`src/rtl/bp_nonsynth_late_wb_scoreboard_pkg.sv`:
```
// Shared types for the late-writeback scoreboard: processor configs, error
// codes and small helpers used by the top level.
package bp_nonsynth_late_wb_scoreboard_pkg;

    typedef enum logic [1:0] {
        e_bp_default_cfg = 2'd0
    } bp_params_e;

    typedef enum logic [1:0] {
        e_sb_none      = 2'd0,
        e_sb_underflow = 2'd1,
        e_sb_overflow  = 2'd2,
        e_sb_timeout   = 2'd3
    } bp_nonsynth_sb_err_e;

    localparam int unsigned sb_reg_addr_width_lp = 5;

    // Architectural registers per file for a given configuration
    function automatic int unsigned sb_num_regs(input bp_params_e cfg);
        case (cfg)
            e_bp_default_cfg: return 32;
            default:          return 32;
        endcase
    endfunction

    // Lowest set bit index, so the lowest-numbered register wins a tie
    function automatic logic [sb_reg_addr_width_lp-1:0] sb_lowest_idx(input logic [31:0] v);
        logic [sb_reg_addr_width_lp-1:0] idx;
        idx = '0;
        for (int i = 31; i >= 0; i--) begin
            if (v[i]) idx = sb_reg_addr_width_lp'(i);
        end
        return idx;
    endfunction

endpackage

```
`src/rtl/bp_nonsynth_sb_counter.sv`:
```
// Saturating up/down counter for one register's outstanding late writebacks.
// Simultaneous up and down cancel; errors flag the saturated direction.
module bp_nonsynth_sb_counter #(
    parameter int unsigned width_p = 3
) (
    input  logic               clk_i,
    input  logic               reset_i,
    input  logic               up_i,
    input  logic               down_i,
    output logic [width_p-1:0] count_o,
    output logic               underflow_o,
    output logic               overflow_o
);

    localparam logic [width_p-1:0] max_lp = '1;

    logic up_only, down_only;

    assign up_only     = up_i & ~down_i;
    assign down_only   = down_i & ~up_i;
    assign underflow_o = down_only & (count_o == '0);
    assign overflow_o  = up_only & (count_o == max_lp);

    always_ff @(posedge clk_i) begin
        if (reset_i) begin
            count_o <= '0;
        end else if (up_only & ~overflow_o) begin
            count_o <= count_o + width_p'(1);
        end else if (down_only & ~underflow_o) begin
            count_o <= count_o - width_p'(1);
        end
    end

endmodule

```
`src/rtl/bp_nonsynth_late_wb_scoreboard.sv`:
```
// Tracks outstanding late int/FP writebacks per register and flags underflow,
// overflow and timeout ahead of the cosim commit/writeback aligner.
module bp_nonsynth_late_wb_scoreboard
    import bp_nonsynth_late_wb_scoreboard_pkg::*;
#(
    parameter bp_params_e  bp_params_p = e_bp_default_cfg,
    parameter int unsigned timeout_p   = 4096,
    parameter int unsigned cnt_width_p = 3
) (
    input  logic        clk_i,
    input  logic        reset_i,
    input  logic        freeze_i,
    input  logic        commit_v_i,
    input  logic        commit_late_iwb_i,
    input  logic        commit_late_fwb_i,
    input  logic [4:0]  commit_rd_addr_i,
    input  logic        iwb_v_i,
    input  logic        iwb_late_i,
    input  logic [4:0]  iwb_addr_i,
    input  logic        fwb_v_i,
    input  logic        fwb_late_i,
    input  logic [4:0]  fwb_addr_i,
    output logic [31:0] ipending_o,
    output logic [31:0] fpending_o,
    output logic        idle_o,
    output logic        error_v_o,
    output logic [1:0]  error_code_o,
    output logic [5:0]  error_addr_o
);

    localparam int unsigned num_regs_lp  = sb_num_regs(bp_params_p);
    localparam int unsigned age_width_lp = $clog2(timeout_p + 1);
    localparam logic [age_width_lp-1:0] timeout_lp = age_width_lp'(timeout_p);

    logic                   sb_clear;
    logic [num_regs_lp-1:0] iinc, idec, finc, fdec;
    logic [num_regs_lp-1:0] iunder, iover, funder, fover;
    logic [cnt_width_p-1:0] icnt [num_regs_lp];
    logic [cnt_width_p-1:0] fcnt [num_regs_lp];

    assign sb_clear = reset_i | freeze_i;

    // Decode commit/writeback events into per-register up/down strobes
    always_comb begin
        iinc = '0;
        idec = '0;
        finc = '0;
        fdec = '0;
        iinc[commit_rd_addr_i] = commit_v_i & commit_late_iwb_i;
        finc[commit_rd_addr_i] = commit_v_i & commit_late_fwb_i;
        idec[iwb_addr_i]       = iwb_v_i & iwb_late_i;
        fdec[fwb_addr_i]       = fwb_v_i & fwb_late_i;
        // x0 is hardwired zero and never owes a writeback
        iinc[0] = 1'b0;
        idec[0] = 1'b0;
    end

    for (genvar i = 0; i < num_regs_lp; i++) begin : g_cnt
        bp_nonsynth_sb_counter #(.width_p(cnt_width_p)) u_icnt (
            .clk_i       (clk_i),
            .reset_i     (sb_clear),
            .up_i        (iinc[i]),
            .down_i      (idec[i]),
            .count_o     (icnt[i]),
            .underflow_o (iunder[i]),
            .overflow_o  (iover[i])
        );

        bp_nonsynth_sb_counter #(.width_p(cnt_width_p)) u_fcnt (
            .clk_i       (clk_i),
            .reset_i     (sb_clear),
            .up_i        (finc[i]),
            .down_i      (fdec[i]),
            .count_o     (fcnt[i]),
            .underflow_o (funder[i]),
            .overflow_o  (fover[i])
        );

        assign ipending_o[i] = |icnt[i];
        assign fpending_o[i] = |fcnt[i];
    end

    assign idle_o = ~(|ipending_o) & ~(|fpending_o);

    // Age of the oldest stretch without writeback progress
    logic [age_width_lp-1:0] age_q, age_n;
    logic                    age_clear_c, timeout_c;

    assign age_clear_c = idle_o | (iwb_v_i & iwb_late_i) | (fwb_v_i & fwb_late_i);

    always_comb begin
        age_n = age_q;
        if (age_clear_c) begin
            age_n = '0;
        end else if (age_q != timeout_lp) begin
            age_n = age_q + age_width_lp'(1);
        end
    end

    assign timeout_c = (age_n == timeout_lp);

    // Same-cycle priority: underflow, overflow, timeout; int ahead of FP
    logic       err_hit;
    logic [1:0] err_code_n;
    logic [5:0] err_addr_n;

    always_comb begin
        err_hit    = 1'b1;
        err_code_n = e_sb_none;
        err_addr_n = '0;
        if (|iunder) begin
            err_code_n = e_sb_underflow;
            err_addr_n = {1'b0, sb_lowest_idx(iunder)};
        end else if (|funder) begin
            err_code_n = e_sb_underflow;
            err_addr_n = {1'b1, sb_lowest_idx(funder)};
        end else if (|iover) begin
            err_code_n = e_sb_overflow;
            err_addr_n = {1'b0, sb_lowest_idx(iover)};
        end else if (|fover) begin
            err_code_n = e_sb_overflow;
            err_addr_n = {1'b1, sb_lowest_idx(fover)};
        end else if (timeout_c) begin
            err_code_n = e_sb_timeout;
        end else begin
            err_hit = 1'b0;
        end
    end

    // Age counter and sticky first-error capture
    always_ff @(posedge clk_i) begin
        if (sb_clear) begin
            age_q        <= '0;
            error_v_o    <= 1'b0;
            error_code_o <= '0;
            error_addr_o <= '0;
        end else begin
            age_q <= age_n;
            if (~error_v_o & err_hit) begin
                error_v_o    <= 1'b1;
                error_code_o <= err_code_n;
                error_addr_o <= err_addr_n;
            end
        end
    end

endmodule

```
`config.mk`:
```
export PLATFORM = sky130hd
export DESIGN_NAME = bp_nonsynth_late_wb_scoreboard
export DESIGN_NICKNAME = d
export VERILOG_FILES = /design/src/rtl/bp_nonsynth_late_wb_scoreboard_pkg.sv /design/src/rtl/bp_nonsynth_sb_counter.sv /design/src/rtl/bp_nonsynth_late_wb_scoreboard.sv
export SDC_FILE = /design/constraint.sdc
export NUM_CORES = 1
export LEC_CHECK = 0
export ABC_CLOCK_PERIOD_IN_PS = 4100
export CAP_MARGIN = 25
export CORE_ASPECT_RATIO = 0.6
export CORE_UTILIZATION = 40
export CTS_BUF_LIST = sky130_fd_sc_hd__clkbuf_16
export CTS_CLUSTER_SIZE = 12
export DETAILED_ROUTE_END_ITERATION = 10
export HOLD_SLACK_MARGIN = 0.05
export SETUP_SLACK_MARGIN = 0.2
export SKIP_LAST_GASP = 1
export SLEW_MARGIN = 20
export SYNTH_ARGS = -nofsm -noshare
export SYNTH_HDL_FRONTEND = slang
export SYNTH_SLANG_ARGS = --single-unit
```
`constraint.sdc`:
```
create_clock -name clk_i -period 4.1 [get_ports clk_i]
set_input_delay 1.23 -clock clk_i [delete_from_list [all_inputs] [get_ports clk_i]]
set_output_delay 1.23 -clock clk_i [all_outputs]
set_load 0.02 [all_outputs]
```
======== After elaboration in Yosys (flattened, before gate mapping) ========
Cells that the tools add are included.
word-level totals
  register bits ........................... 211
  logic and storage cells ................. 1383
operators by class
  $add $sub $neg .......................... 127
  order comparisons ....................... 6
  eq/ne operators ......................... 65
  muxes and demuxes ....................... 274
  bitwise logic cells ..................... 646
  reduce and logical (&&, ||, !) cells .... 198
operator list
  operator               count
  $mux 5                 126
  $and 1x1->1            384
  $mux 3                 126
  $not 1->1              255
  $add 3x1->3 const B    63
  $eq 3x3->1 const B     63
  $logic_not 3->1        63
  $reduce_or 3->1        63
  $sub 3x1->3 const B    63
  $and 32x32->32         4
  $reduce_bool 2->1      63
  $reduce_or 96->1       1
  $reduce_or 93->1       1
  $reduce_or 32->1       2
  $reduce_or 31->1       2
  $mux 13                2
  $mux 6                 4
  $lt 5x6->1 const B     3
  $demux 1 s5            3
  $ge 5x1->1 const B     3
  $add 13x1->13 const B  1
  $eq 13x13->1 const B   1
  $ne 13x13->1 const B   1
  $mux 2                 5
  3 further kinds        14

======== Logic depth before layout (Yosys ltp) ========
Gate-level depths: netlist of run 1.
  depth after elaboration ................. 44
  gate-level depth with buffers ........... 12
  gate-level depth less buffers ........... 10

======== By module ========
From an unflattened synthesis of run 1, not the netlist that was laid out.
unflattened totals
  cells, all modules ...................... 2988
  area total of the unflattened synthesis .. 21140.3 µm²
modules (own cells, without submodules)
  module                          instances  cells each  area an instance (µm²)  seq. area each (µm²)
  bp_nonsynth_sb_counter          64         36          266.5                   60.1
  bp_nonsynth_late_wb_scoreboard  1          684         4083.9                  440.4

======== Worst setup path after synthesis of run 1 ========
OpenSTA, ideal clock, no wires.
  kind .................................... input to register
  start point ............................. input fwb_v_i
  end point ............................... register error_addr_o[2]
  library setup time ...................... 0.116 ns
  arrival ................................. 3.730 ns
  path slack .............................. 0.253 ns
  stages on the path ...................... 10
  buffers on the path ..................... 2
  cell sequence ........................... buf_4 and4b_1 buf_4 a2111oi_1 or4_4 or4_4 nor4_4 o2111ai_4 a21o_1 o211a_1
on the way
  cells in the longest elaborated chain, start to end .. 41
RTL lines
  what                      RTL line                                                                    source
  from (decl)               bp_nonsynth_late_wb_scoreboard.sv:20                                        input logic fwb_v_i,
  $and 1x1->1 (*)           bp_nonsynth_late_wb_scoreboard.sv:52, bp_nonsynth_late_wb_scoreboard.sv:89
  $and 32x32->32 (no line)  n/a
  $not 1->1                 bp_nonsynth_sb_counter.sv:19                                                assign up_only = up_i & ~down_i;
  $and 1x1->1               bp_nonsynth_sb_counter.sv:19
  $and 1x1->1               bp_nonsynth_sb_counter.sv:22                                                assign overflow_o = up_only & (count_o == max_lp);
  $mux 5 (32 in series)     bp_nonsynth_late_wb_scoreboard_pkg.sv:31                                    if (v[i]) idx = sb_reg_addr_width_lp'(i);
  $mux 6                    bp_nonsynth_late_wb_scoreboard.sv:120                                       end else if (|fover) begin
  $mux 6                    bp_nonsynth_late_wb_scoreboard.sv:117                                       end else if (|iover) begin
  $mux 6                    bp_nonsynth_late_wb_scoreboard.sv:114                                       end else if (|funder) begin
  $mux 6                    bp_nonsynth_late_wb_scoreboard.sv:111                                       if (|iunder) begin
  to (signal assigned)      bp_nonsynth_late_wb_scoreboard.sv:142                                       error_addr_o <= err_addr_n;
  to (decl)                 bp_nonsynth_late_wb_scoreboard.sv:28                                        output logic [5:0] error_addr_o
Mark *: on every way between the ends. The rest lies on a longest branch, timed or not.
A chain may end at the register's enable or synchronous reset.

======== Worst setup path in the final report of run 1 ========
  start point ............................. input commit_rd_addr_i[3]
  end point ............................... register error_code_o[0]
on the way
  cells in the longest elaborated chain, start to end .. 13
RTL lines
  what                                                                   RTL line                                                                    source
  from (decl)                                                            bp_nonsynth_late_wb_scoreboard.sv:16                                        input logic [4:0] commit_rd_addr_i,
  $lt 5x6->1 (not written as such) / $ge 5x1->1 (equally long branches)  bp_nonsynth_late_wb_scoreboard.sv:49, bp_nonsynth_late_wb_scoreboard.sv:50
  $logic_and 1x1->1 (not written as such)                                bp_nonsynth_late_wb_scoreboard.sv:49, bp_nonsynth_late_wb_scoreboard.sv:50
  $mux 1 (not written as such)                                           bp_nonsynth_late_wb_scoreboard.sv:49, bp_nonsynth_late_wb_scoreboard.sv:50
  $demux 1 s5 (*)                                                        bp_nonsynth_late_wb_scoreboard.sv:49, bp_nonsynth_late_wb_scoreboard.sv:50
  $and 32x32->32 (no line)                                               n/a
  $and 1x1->1                                                            bp_nonsynth_sb_counter.sv:19
  $and 1x1->1                                                            bp_nonsynth_sb_counter.sv:22
  $reduce_or 32->1                                                       bp_nonsynth_late_wb_scoreboard.sv:120
  $mux 1                                                                 bp_nonsynth_late_wb_scoreboard.sv:120
  $mux 1                                                                 bp_nonsynth_late_wb_scoreboard.sv:117
  $mux 1                                                                 bp_nonsynth_late_wb_scoreboard.sv:114
  $mux 1                                                                 bp_nonsynth_late_wb_scoreboard.sv:111
  $and 1x1->1                                                            bp_nonsynth_late_wb_scoreboard.sv:139                                       if (~error_v_o & err_hit) begin
  to (signal assigned)                                                   bp_nonsynth_late_wb_scoreboard.sv:141                                       error_code_o <= err_code_n;
  to (decl)                                                              bp_nonsynth_late_wb_scoreboard.sv:27                                        output logic [1:0] error_code_o,
Marked as above.

==> results by group, run 1 <==
Synthesis
  – Top FF cell, synth: dfxtp_1
  – Post-Syn Nets: 2026
  – Post-synth top cells: dfxtp_1, nor2_1, nand2_1, o21ai_0, nand3_1
  – Ys async rst share: 0%
  – Yosys top cell area share: 27.38%
  – Post-synth EDFFs: 0
  – Synth Cell Area: 15430 µm²
  – Post-synth top area cell: dfxtp_1
  – Seq/Total Area, Yosys: 27.38%
  – Cells after Synth: 1936
  – Synth warn: 0
  – Post-Syn Area per Cell: 7.969 µm²
  – Netlist cell types: 76
  – Yosys reg bits: 211
  – Top-count cell post-synth: dfxtp_1
  – Synth top area cells: dfxtp_1, fa_1, nor2_1

Placed design
  – Gpl congestion: 1.006
  – I/O Buffers: 97
  – Placed instance count: 2871
  – Post-Place Setup Slack: -509.2 ps
  – DP HPWL: 48.86 mm

Timing
  – RSZ-0062 raised after global routing: yes
  – Max Freq: 259.2 MHz
  – Final setup violation count: 0
  – Slew Limit Headroom: 41.90%
  – Clock skew: 22.92 ps
  – Endpoints failing hold: 0
  – Worst slew pin tran: 849.5 ps
  – Final min period: 3858 ps
  – Crit share post-route: 94.09%
  – Worst Setup Slack, final: 242.1 ps
  – Slew Limit Fails: 0

Cells and area
  – Finished Layout Cells: 2916
  – # fillers: 3511
  – Area occupied by multi-input gates: 10920 µm²
  – Storage cell area: 4229 µm²
  – Final nets: 2478
  – P&R area growth vs syn: 36.63%
  – Share of cells above drive strength 1: 23.20%

GRT
  – GRT overflow: 0
  – Global-route wire length before repair: 95.89 mm
  – GRT Overall Usage: 30.96%
  – Largest net degree at the start of global routing: 57
  – Grt met1 use: 42.78%
  – Met3 Resource Use GR: 7.715%
  – Vias in the first global route: 16760
  – Busiest grt layer: met2
  – Met2 Use GR: 47.79%
  – Antenna violations before repair: 1

Routing
  – Initial DRC Count: 1771
  – Via density: 6.001
  – Final ANT Viol Nets: 0
  – Number of iterations in the first detailed-routing pass: 6
  – Final Routed Wirelength: 62.27 mm
  – # DRC: 0
  – Wirelength per Cell: 21.35 µm
  – Via count: 17500

Clocking
  – CTS tree: built
  – CTS root buffer: clkbuf_16
  – CTS Buf Count: 23
  – Bufs on Longest Clock Path: 3
  – Worst skew pair latency: 560 ps
  – H-tree depth: 1
  – Hold_buf cts: 0
  – Clock slew at reported path FFs: 70 ps
  – Clk sink count: 211

Setup path
  – Data required time of the worst path: 4560 ps
  – Worst-path maximum fanout: 14
  – Crit path launch type: primary input
  – Setup CP Type: in -> reg
  – Crit. End Element: flip-flop
  – CP arrival: 4320 ps

Floorplan
  – Die Area: 39380 µm²
  – Die Span X: 255.5 µm
  – # IOs: 99
  – Site row count: 55
  – Chip height: 154.1 µm
  – Starting Density: 40.76%
  – Core Region: 37850 µm²

Run status
  – Outcome: finished clean

Power and ir drop
  – Final Total Pwr: 4.654 mW
  – Peak VDD IR: 301.3 µV
  – Leakage power: 8.100 nW
  – P per Cell Area: 220.8 nW/µm²

Job
  – Number of max-cap violations: 0

Min path
  – Hold/Removal Path Class: reg -> reg
[per-layer routing]
metal | share of wire, % | vias to the layer above
li1 | - | 8264
met1 | 46 | 8474
met2 | 43 | 661
met3 | 8.7 | 101
met4 | 2.5 | 0
met5 | 0 | -
[registers in the layout (all words and copies together) (netlist names)]
signal                count
age_q                    13
g_cnt.u_fcnt.count_o     96
error_addr_o              6
error_v_o                 1
error_code_o              2
g_cnt.u_icnt.count_o     93
[cells in the final DEF (no fill, tap or decap), types with 12 or more instances in the layout]
master	synthesis	layout
o211ai_1	13	13
nand3_1	119	118
dlymetal6s2s_1	0	13
and3_1	14	13
nor4_1	30	21
a21oi_1	49	49
xor2_1	23	23
nand4_1	21	21
xnor2_1	85	85
dfxtp_1	211	207
inv_1	49	51
mux2i_1	50	50
nand4b_1	12	12
a2111oi_0	79	62
a2111oi_1	1	17
fa_1	63	63
o21ai_0	133	133
nor2_1	210	208
o2111ai_1	64	60
a211oi_1	57	57
o22ai_1	34	34
nor3_1	116	108
a31oi_1	39	39
or3_1	29	20
clkdlybuf4s50_1	0	82
clkbuf_16	0	23
buf_4	4	436
nand2_1	170	170
[layout make-up]
cell class | instances | share of cell area, %
Clock inverter | 15 | 0.4096
Clock buffer | 23 | 2.731
Tap cell | 513 | 3.045
Timing Repair Buffer | 541 | 21.05
Antenna cell | 2 | 0.02374
Inverter | 50 | 0.8904
Multi-Input combinational cell | 1561 | 51.79
Sequential cell | 211 | 20.06
[stage by stage]
stage,cell area [µm²],TNS (ps),util (%),hold slack (ps)
6_report,21080,0,55.69,489.6
3_3_place_gp,19990,-4938,52.81,485.0
3_5_place_dp,19990,-6624,52.81,498.8
4_1_cts,20760,0,54.85,505.3
2_1_floorplan,15430,0,-,471.7
5_1_grt,21070,0,55.68,517.3
[kinds of logic (layout without fill, tap and decap cells)]
kind of cell	Yosys count	in the layout	share of synthesized area, %
AO/OA/AOI/OAI	506	506	22.83
XOR/XNOR	108	108	6.131
adder cells (fa/ha/maj)	65	65	8.337
buffers and inverters	164	629	4.290
flip-flops	211	211	27.38
multiplexers	51	51	3.317
other	1	3	0.02431
AND/OR/NAND/NOR	830	830	27.69
[critical path, cell delays in order]
cell and delay, ps:
clkdlybuf4s50_1 400, buf_4 180, or3_1 540, buf_12 210, a2111oi_1 510, nor2_1 180, and3_1 250, and4b_2 280
o2111ai_4 150, a21oi_1 110, a311oi_1 250
[what timing repair did]
item,in CTS,in global routing
gates resized for setup,28,78
pin swaps,5,15
setup buffers,2,3
setup endpoints to repair,9,16
[path summary, 6_finish.rpt]
path                                                   from         endpoint  slack (ps)  cells past startpoint
worst max-delay path                    commit_rd_addr_i[3]  error_code_o[0]         240                     11
worst min-delay path                        error_addr_o[5]  error_addr_o[5]         490                      2
worst max register to register  g_cnt[21].u_fcnt.count_o[2]  error_addr_o[3]        1100                     10
worst min register to register              error_addr_o[5]  error_addr_o[5]         490                      2
[where the power goes]
| group | switching [mW] | internal, mW | leakage [nW] |
|---|---|---|---|
| combinational | 0.332 | 0.255 | 6.05 |
| clock | 0.930 | 1.07 | 0.349 |
| sequential | 0.0114 | 2.06 | 1.70 |
| total | 1.27 | 3.38 | 8.10 |
No activity file was read; power rests on OpenSTA's default activity.
==> run 2: changes to the inputs <==
--- a/config.mk
+++ b/config.mk
@@ -13,6 +13,7 @@
 export CTS_CLUSTER_SIZE = 12
 export DETAILED_ROUTE_END_ITERATION = 10
 export HOLD_SLACK_MARGIN = 0.05
+export PLACE_DENSITY = 0.62
 export SETUP_SLACK_MARGIN = 0.2
 export SKIP_LAST_GASP = 1
 export SLEW_MARGIN = 20
==> run 2 against run 1 <==
Clock power is 3% lower; combinational power hardly changed; sequential cell count stayed put; routed wire length is 0.27% higher; die area stayed put; first-iteration DRC count is 8.8% higher; core utilization is 0.076 points lower; design area is 0.14% lower; register-to-register slack better by 120 ps; critical endpoint is now idle_o.
==> results by group, run 2 (same netlist as run 1, synthesis figures left out) <==
Clocking
  – CTS tree: built
  – H-tree depth: 1 (unchanged)
  – Clock slew at reported path FFs: 70 ps (about the same)
  – Bufs on Longest Clock Path: 3 (unchanged)
  – Clk sink count: 211 (unchanged)
  – CTS root buffer: clkbuf_16
  – Worst skew pair latency: 550 ps (about the same)
  – CTS Buf Count: 23 (unchanged)

Power and ir drop
  – Switching pwr: 1.270 mW (-0.25%)
  – Pint: 3.317 mW (-1.9%)
  – Flop pwr share: 45.1% (+0.6 points)
  – P per Cell Area: 217.9 nW/µm² (-1.3%)
  – Clk pwr share: 42.1% (-0.8 points)
  – Leakage power: 8.040 nW (-0.74%)
  – Peak VDD IR: 213.6 µV (-29%)
  – Sw frac: 27.68% (+0.33 points)
  – Logic gate share of total power: 12.8% (+0.2 points)

Setup path
  – CP arrival: 2600 ps (-1720 ps)
  – Crit path cell chain: or3_4 -> nor4bb_4 -> buf_4 -> and4_1 -> nand4b_1 -> inv_1 -> buf_6
  – Data required time of the worst path: 2870 ps (-1690 ps)
  – R2R Setup Slk: 1220 ps (+120 ps)
  – Crit path launch type: flip-flop
  – Worst-path maximum fanout: 4 (-10)
  – Reg-to-Reg End: error_addr_o[3]
  – Slowest library cell on the worst path: or3_4
  – Largest delay share family, worst path: simple AND/OR/NAND/NOR gates
  – Worst setup path endpoint: idle_o
  – Crit. End Element: output pin
  – R2R cell count: 10 (unchanged)
  – Crit path depth: 7 (-4)
  – Crit-path max cell delay: 420 ps (-120 ps)
  – Setup CP Type: reg -> out
  – Reg-to-Reg Start: g_cnt[21].u_fcnt.count_o[2]
  – Buf+Inv Stages, Crit Path: 3 (unchanged)
  – Crit path launch: g_cnt[28].u_icnt.count_o[0]

Placed design
  – I/O Buffers: 97 (unchanged)
  – Post-Place Setup Slack: -551.8 ps (-42.64 ps)
  – DP HPWL: 49.34 mm (+0.99%)
  – Gpl congestion: 1.022 (+1.6%)
  – Placed cell areas: 19970 µm² (about the same)

Cells and area
  – Biggest regs: g_cnt.u_fcnt.count_o (96), g_cnt.u_icnt.count_o (93), age_q (13)
  – Antenna Diode Count: 0 (-2)
  – Top reg by flops: g_cnt.u_fcnt.count_o
  – Most frequent cells in the layout: buf_4, nor2_1, dfxtp_1
  – Final core utilization: 55.61% (-0.076 points)
  – Final nets: 2478 (unchanged)
  – Share of cells above drive strength 1: 23.25% (+0.051 points)
  – Post-route design area: 21050 µm² (-0.14%)
  – P&R area growth vs syn: 36.44%
  – Max reg flops: 96 (unchanged)
  – Most frequent standard cell in the layout excluding fill and tap cells: buf_4

Floorplan
  – Core Region: 37850 µm² (unchanged)
  – Site row count: 55 (unchanged)
  – Die Area: 39380 µm² (unchanged)
  – Chip height: 154.1 µm (unchanged)
  – Starting Density: 40.76% (unchanged)
  – Die Span X: 255.5 µm (unchanged)
  – # IOs: 99 (unchanged)

Timing
  – Endpoints failing hold: 0 (unchanged)
  – RSZ-0062 raised after global routing: yes
  – Worst Setup Slack, final: 267.7 ps (+25.56 ps)
  – Final min period: 3832 ps (-25.56 ps)
  – Slew Limit Fails: 0 (unchanged)
  – Crit share post-route: 93.47% (-0.62 points)
  – Worst slew pin tran: 795.6 ps (-53.91 ps)
  – Max Freq: 260.9 MHz (+0.67%)
  – Slew Limit Headroom: 45.59% (+3.7 points)
  – Final setup violation count: 0 (unchanged)
  – Final hold slack: 489.0 ps (-0.5340 ps)
  – Clock skew: 19.60 ps (-3.322 ps)

Routing
  – Wirelength per Cell: 21.43 µm (+0.38%)
  – Final ANT Viol Nets: 0 (unchanged)
  – Final Routed Wirelength: 62.44 mm (+0.27%)
  – # DRC: 0 (unchanged)
  – Number of iterations in the first detailed-routing pass: 5 (-1)
  – Via count: 17670 (+0.95%)
  – Initial DRC Count: 1926 (+8.8%)
  – Via density: 6.065 (+1.1%)

GRT
  – Met2 Use GR: 47.90% (+0.12 points)
  – GRT overflow: 0 (unchanged)
  – Largest net degree at the start of global routing: 58 (+1.8%)
  – Global-route wire length before repair: 95.57 mm (-0.34%)
  – Met3 Resource Use GR: 6.973% (-0.74 points)
  – Antenna violations before repair: 1 (unchanged)
  – Vias in the first global route: 16350 (-2.4%)
  – Grt met1 use: 43.21% (+0.44 points)
  – GRT Overall Usage: 30.81% (-0.15 points)
  – Busiest grt layer: met2

Job
  – Number of max-cap violations: 0 (unchanged)

Run status
  – Outcome: finished clean

Min path
  – Hold/Removal Path Class: reg -> reg
## run 2: cell count changes in the layout (fill, tap and decap cells not counted), moves of 3 or more
cell / before / now
a2111oi_0: 62 / 57
dlymetal6s2s_1: 13 / 8
clkdlybuf4s50_1: 82 / 85
inv_1: 51 / 54
a2111oi_2: 1 / 6
## run 2: tightest hold or removal path, delay by kind of cell (launching register included)
kind	cells	cell delay, ps
AND/OR/NAND/NOR	1	60
multiplexers	1	60
flip-flops	1	320
## run 2: power groups by stage
| stage | clock network (mW) | registers (mW) | logic, mW |
|---|---|---|---|
| global route | 2.04 | 2.07 | 0.618 |
| finish | 1.93 | 2.07 | 0.586 |
| global placement | 0 | 2.12 | 0.551 |
| floorplan | 0 | 2.12 | 0.258 |
| CTS | 1.97 | 2.07 | 0.560 |
| detailed placement | 0 | 2.12 | 0.556 |
## run 2: routing by layer
layer,wire (µm),vias to the layer above
met2,27100,741
li1,-,8260
met5,13,-
met3,5293,125
met4,1585,2
met1,28440,8539
## run 2: stage by stage
step / cells / TNS, ps / power (mW)
after floorplan: 1936 / 0 / 2.376
after global placement: 2870 / -6800 / 2.667
after detailed placement: 2871 / -8510 / 2.672
after CTS: 2909 / 0 / 4.598
after global routing: 2913 / 0 / 4.731
final: 2913 / 0 / 4.586
## run 2: timing repair
action	CTS	global route
gates resized for setup	40	73
hold buffers	0	0
pin swaps	3	15
setup endpoints to repair	10	11
gates cloned	0	0
setup buffers	1	4
## run 2: cell type report
class	instances	area, µm²
clock inverter	14	62.56
sequential	211	4233
inverter	50	187.7
clock buffer	23	575.6
timing repair buffer	541	4405
multi-input combinational	1561	10940
tap	513	641.9
fill	3481	16800
## run 2: how the worst min path moves through the flow
stage / from / to / slack (ps) / cells past startpoint
after floorplan: g_cnt[23].u_icnt.count_o[2] / g_cnt[23].u_icnt.count_o[2] / 470 / 2
after global placement: error_addr_o[5] / error_addr_o[5] / 480 / 2
after detailed placement: error_addr_o[4] / error_addr_o[4] / 490 / 2
after CTS: error_addr_o[4] / error_addr_o[4] / 500 / 2
after global routing: error_addr_o[5] / error_addr_o[5] / 510 / 2
final: error_addr_o[5] / error_addr_o[5] / 490 / 2
==> run 3: changes to the inputs <==
--- a/config.mk
+++ b/config.mk
@@ -7,7 +7,7 @@
 export LEC_CHECK = 0
 export ABC_CLOCK_PERIOD_IN_PS = 4100
 export CAP_MARGIN = 25
-export CORE_ASPECT_RATIO = 0.6
+export CORE_ASPECT_RATIO = 1.5
 export CORE_UTILIZATION = 40
 export CTS_BUF_LIST = sky130_fd_sc_hd__clkbuf_16
 export CTS_CLUSTER_SIZE = 12
==> run 3 against run 2 <==
Via count fell by 0.94%; sequential share of layout area rose by 0.088 points; cell count shrank 1.5%; highest routed layer is now met4.
==> results by group, run 3 (same netlist as run 1, synthesis figures left out) <==
Power and ir drop
  – Logic gate share of total power: 12.3% (-0.5 points)
  – Leakage power: 7.996 nW (-0.55%)
  – Pint: 3.466 mW (+4.5%)
  – Switching pwr: 1.243 mW (-2.1%)
  – Sw frac: 26.39% (-1.3 points)
  – Final Total Pwr: 4.709 mW (+2.7%)
  – Flop pwr share: 44.0% (-1.1 points)
  – Peak VDD IR: 305.3 µV (+43%)
  – Clk pwr share: 43.7% (+1.6 points)
  – P per Cell Area: 225.1 nW/µm² (+3.3%)

Setup path
  – CP arrival: 4280 ps (+1680 ps)
  – Data required time of the worst path: 4540 ps (+1670 ps)
  – Crit. End Element: flip-flop
  – Setup CP Type: in -> reg
  – Crit path launch type: primary input
  – R2R cell count: 9 (-1)
  – R2R Setup Slk: 1060 ps (-160 ps)
  – Reg-to-Reg Start: age_q[0]
  – Reg-to-Reg End: error_addr_o[1]
  – Crit path launch: commit_rd_addr_i[0]
  – Worst-path maximum fanout: 9 (+5)

Timing
  – Slew Limit Fails: 0 (unchanged)
  – Setup_tns: 0 ps (unchanged)
  – Crit share post-route: 93.84% (+0.37 points)
  – Slew Limit Headroom: 42.45% (-3.1 points)
  – Final min period: 3847 ps (+14.98 ps)
  – Max Freq: 259.9 MHz (-0.39%)
  – Final hold slack: 512.1 ps (+23.03 ps)
  – Worst Setup Slack, final: 252.7 ps (-14.98 ps)
  – Worst slew pin tran: 841.5 ps (+45.85 ps)
  – Endpoints failing hold: 0 (unchanged)
  – Clock skew: 15.96 ps (-3.642 ps)
  – Final setup violation count: 0 (unchanged)
  – RSZ-0062 raised after global routing: no

Cells and area
  – Post-route design area: 20920 µm² (-0.61%)
  – Antenna Diode Count: 0 (unchanged)
  – Max reg flops: 96 (unchanged)
  – Share of cells above drive strength 1: 22.26% (-0.99 points)
  – Finished Layout Cells: 2870 (-1.5%)
  – Top reg by flops: g_cnt.u_fcnt.count_o
  – # fillers: 3512 (+0.89%)
  – Final core utilization: 55.38% (-0.23 points)
  – Most frequent cells in the layout: buf_4, dfxtp_1, nor2_1
  – Most frequent standard cell in the layout excluding fill and tap cells: buf_4
  – Final nets: 2456 (-0.89%)
  – Biggest regs: g_cnt.u_fcnt.count_o (96), g_cnt.u_icnt.count_o (93), age_q (13)
  – P&R area growth vs syn: 35.60%

Placed design
  – I/O Buffers: 97 (unchanged)
  – Gpl congestion: 1.040 (+1.8%)
  – DP HPWL: 49.58 mm (+0.49%)
  – Placed instance count: 2826 (-1.6%)
  – Placed cell areas: 19820 µm² (-0.73%)
  – Post-Place Setup Slack: -501.8 ps (+49.97 ps)

Floorplan
  – Starting Density: 40.84% (+0.082 points)
  – Chip height: 242.5 µm (+57%)
  – Die Span X: 162.4 µm (-36%)
  – Core Region: 37770 µm² (-0.20%)
  – Die Area: 39370 µm² (about the same)
  – # IOs: 99 (unchanged)
  – Site row count: 87 (+58%)

Min path
  – Hold/Removal Path Class: reg -> reg
  – Hold Startpoint: g_cnt[13].u_icnt.count_o[1]
  – Hold Path Depth: 2 (unchanged)
  – Worst hold endpoint: g_cnt[13].u_icnt.count_o[1]

Routing
  – Number of iterations in the first detailed-routing pass: 6 (+1)
  – Final ANT Viol Nets: 0 (unchanged)
  – Final Routed Wirelength: 61.65 mm (-1.3%)
  – Initial DRC Count: 1370 (-29%)
  – Wirelength per Cell: 21.48 µm (+0.23%)
  – # DRC: 0 (unchanged)
  – Via count: 17500 (-0.94%)
  – Via density: 6.098 (+0.54%)

Clocking
  – Clock slew at reported path FFs: 60 ps (about the same)
  – CTS tree: built
  – Worst skew pair latency: 550 ps (about the same)
  – CTS root buffer: clkbuf_16
  – H-tree depth: 1 (unchanged)
  – Bufs on Longest Clock Path: 3 (unchanged)
  – CTS Buf Count: 24 (+4.3%)
  – Clk sink count: 211 (unchanged)

GRT
  – Vias in the first global route: 16850 (+3.1%)
  – Antenna violations before repair: 3 (+2)
  – GRT overflow: 0 (unchanged)
  – Largest net degree at the start of global routing: 56 (-3.4%)
  – GRT Overall Usage: 31.01% (+0.20 points)
  – Global-route wire length before repair: 94.20 mm (-1.4%)

Run status
  – Outcome: finished clean

Job
  – Number of max-cap violations: 0 (unchanged)
-- run 3: area by class of cell --
class	count	area, µm²	area share [%]
multi-input cells	1561	10880	52.00
inverters	50	187.7	0.8971
flip-flops and latches	211	4225	20.20
clock inverters	16	102.6	0.4904
clock buffers	25	625.6	2.990
well taps	489	611.8	2.925
repair buffers	518	4289	20.50
-- run 3: layer usage --
layer  track usage [%]  vias up  part of all wire [%]
met1             33.59     8357                    36
met4             20.62        0                   7.7
met2             55.18      691                    50
met5                 0        -                     0
met3             4.571      237                   6.4
li1                  -     8216                     -
-- run 3: critical path, stage by stage --
cell and delay (ps):
clkdlybuf4s50_1 460, buf_4 170, buf_4 170, nand4b_1 120, buf_4 200, buf_4 140
a2111o_1 150, nand4_1 290, buf_4 250, nor4b_1 350, buf_4 180, o2111ai_1 110
a31o_2 260, o211a_1 190
-- run 3: worst max-delay path by stage --
stage	endpoint	cells past startpoint
CTS	error_addr_o[2]	12
global placement	error_addr_o[2]	12
detailed placement	error_addr_o[2]	12
global route	error_addr_o[1]	11
finish	error_addr_o[2]	14
floorplan	error_addr_o[2]	10
-- run 3: timing repair --
action | CTS | global route
gates resized for setup | 21 | 69
endpoints found under the setup margin | 10 | 14
setup buffers | 2 | 1
pin swaps | 3 | 8
hold buffers | 0 | 0
-- run 3: power by group through the flow --
stage / logic [mW] / clock network (mW) / registers, mW
2_1_floorplan: 0.258 / 0 / 2.12
3_3_place_gp: 0.541 / 0 / 2.12
3_5_place_dp: 0.546 / 0 / 2.12
4_1_cts: 0.552 / 2.11 / 2.07
5_1_grt: 0.609 / 2.20 / 2.07
6_report: 0.579 / 2.06 / 2.07
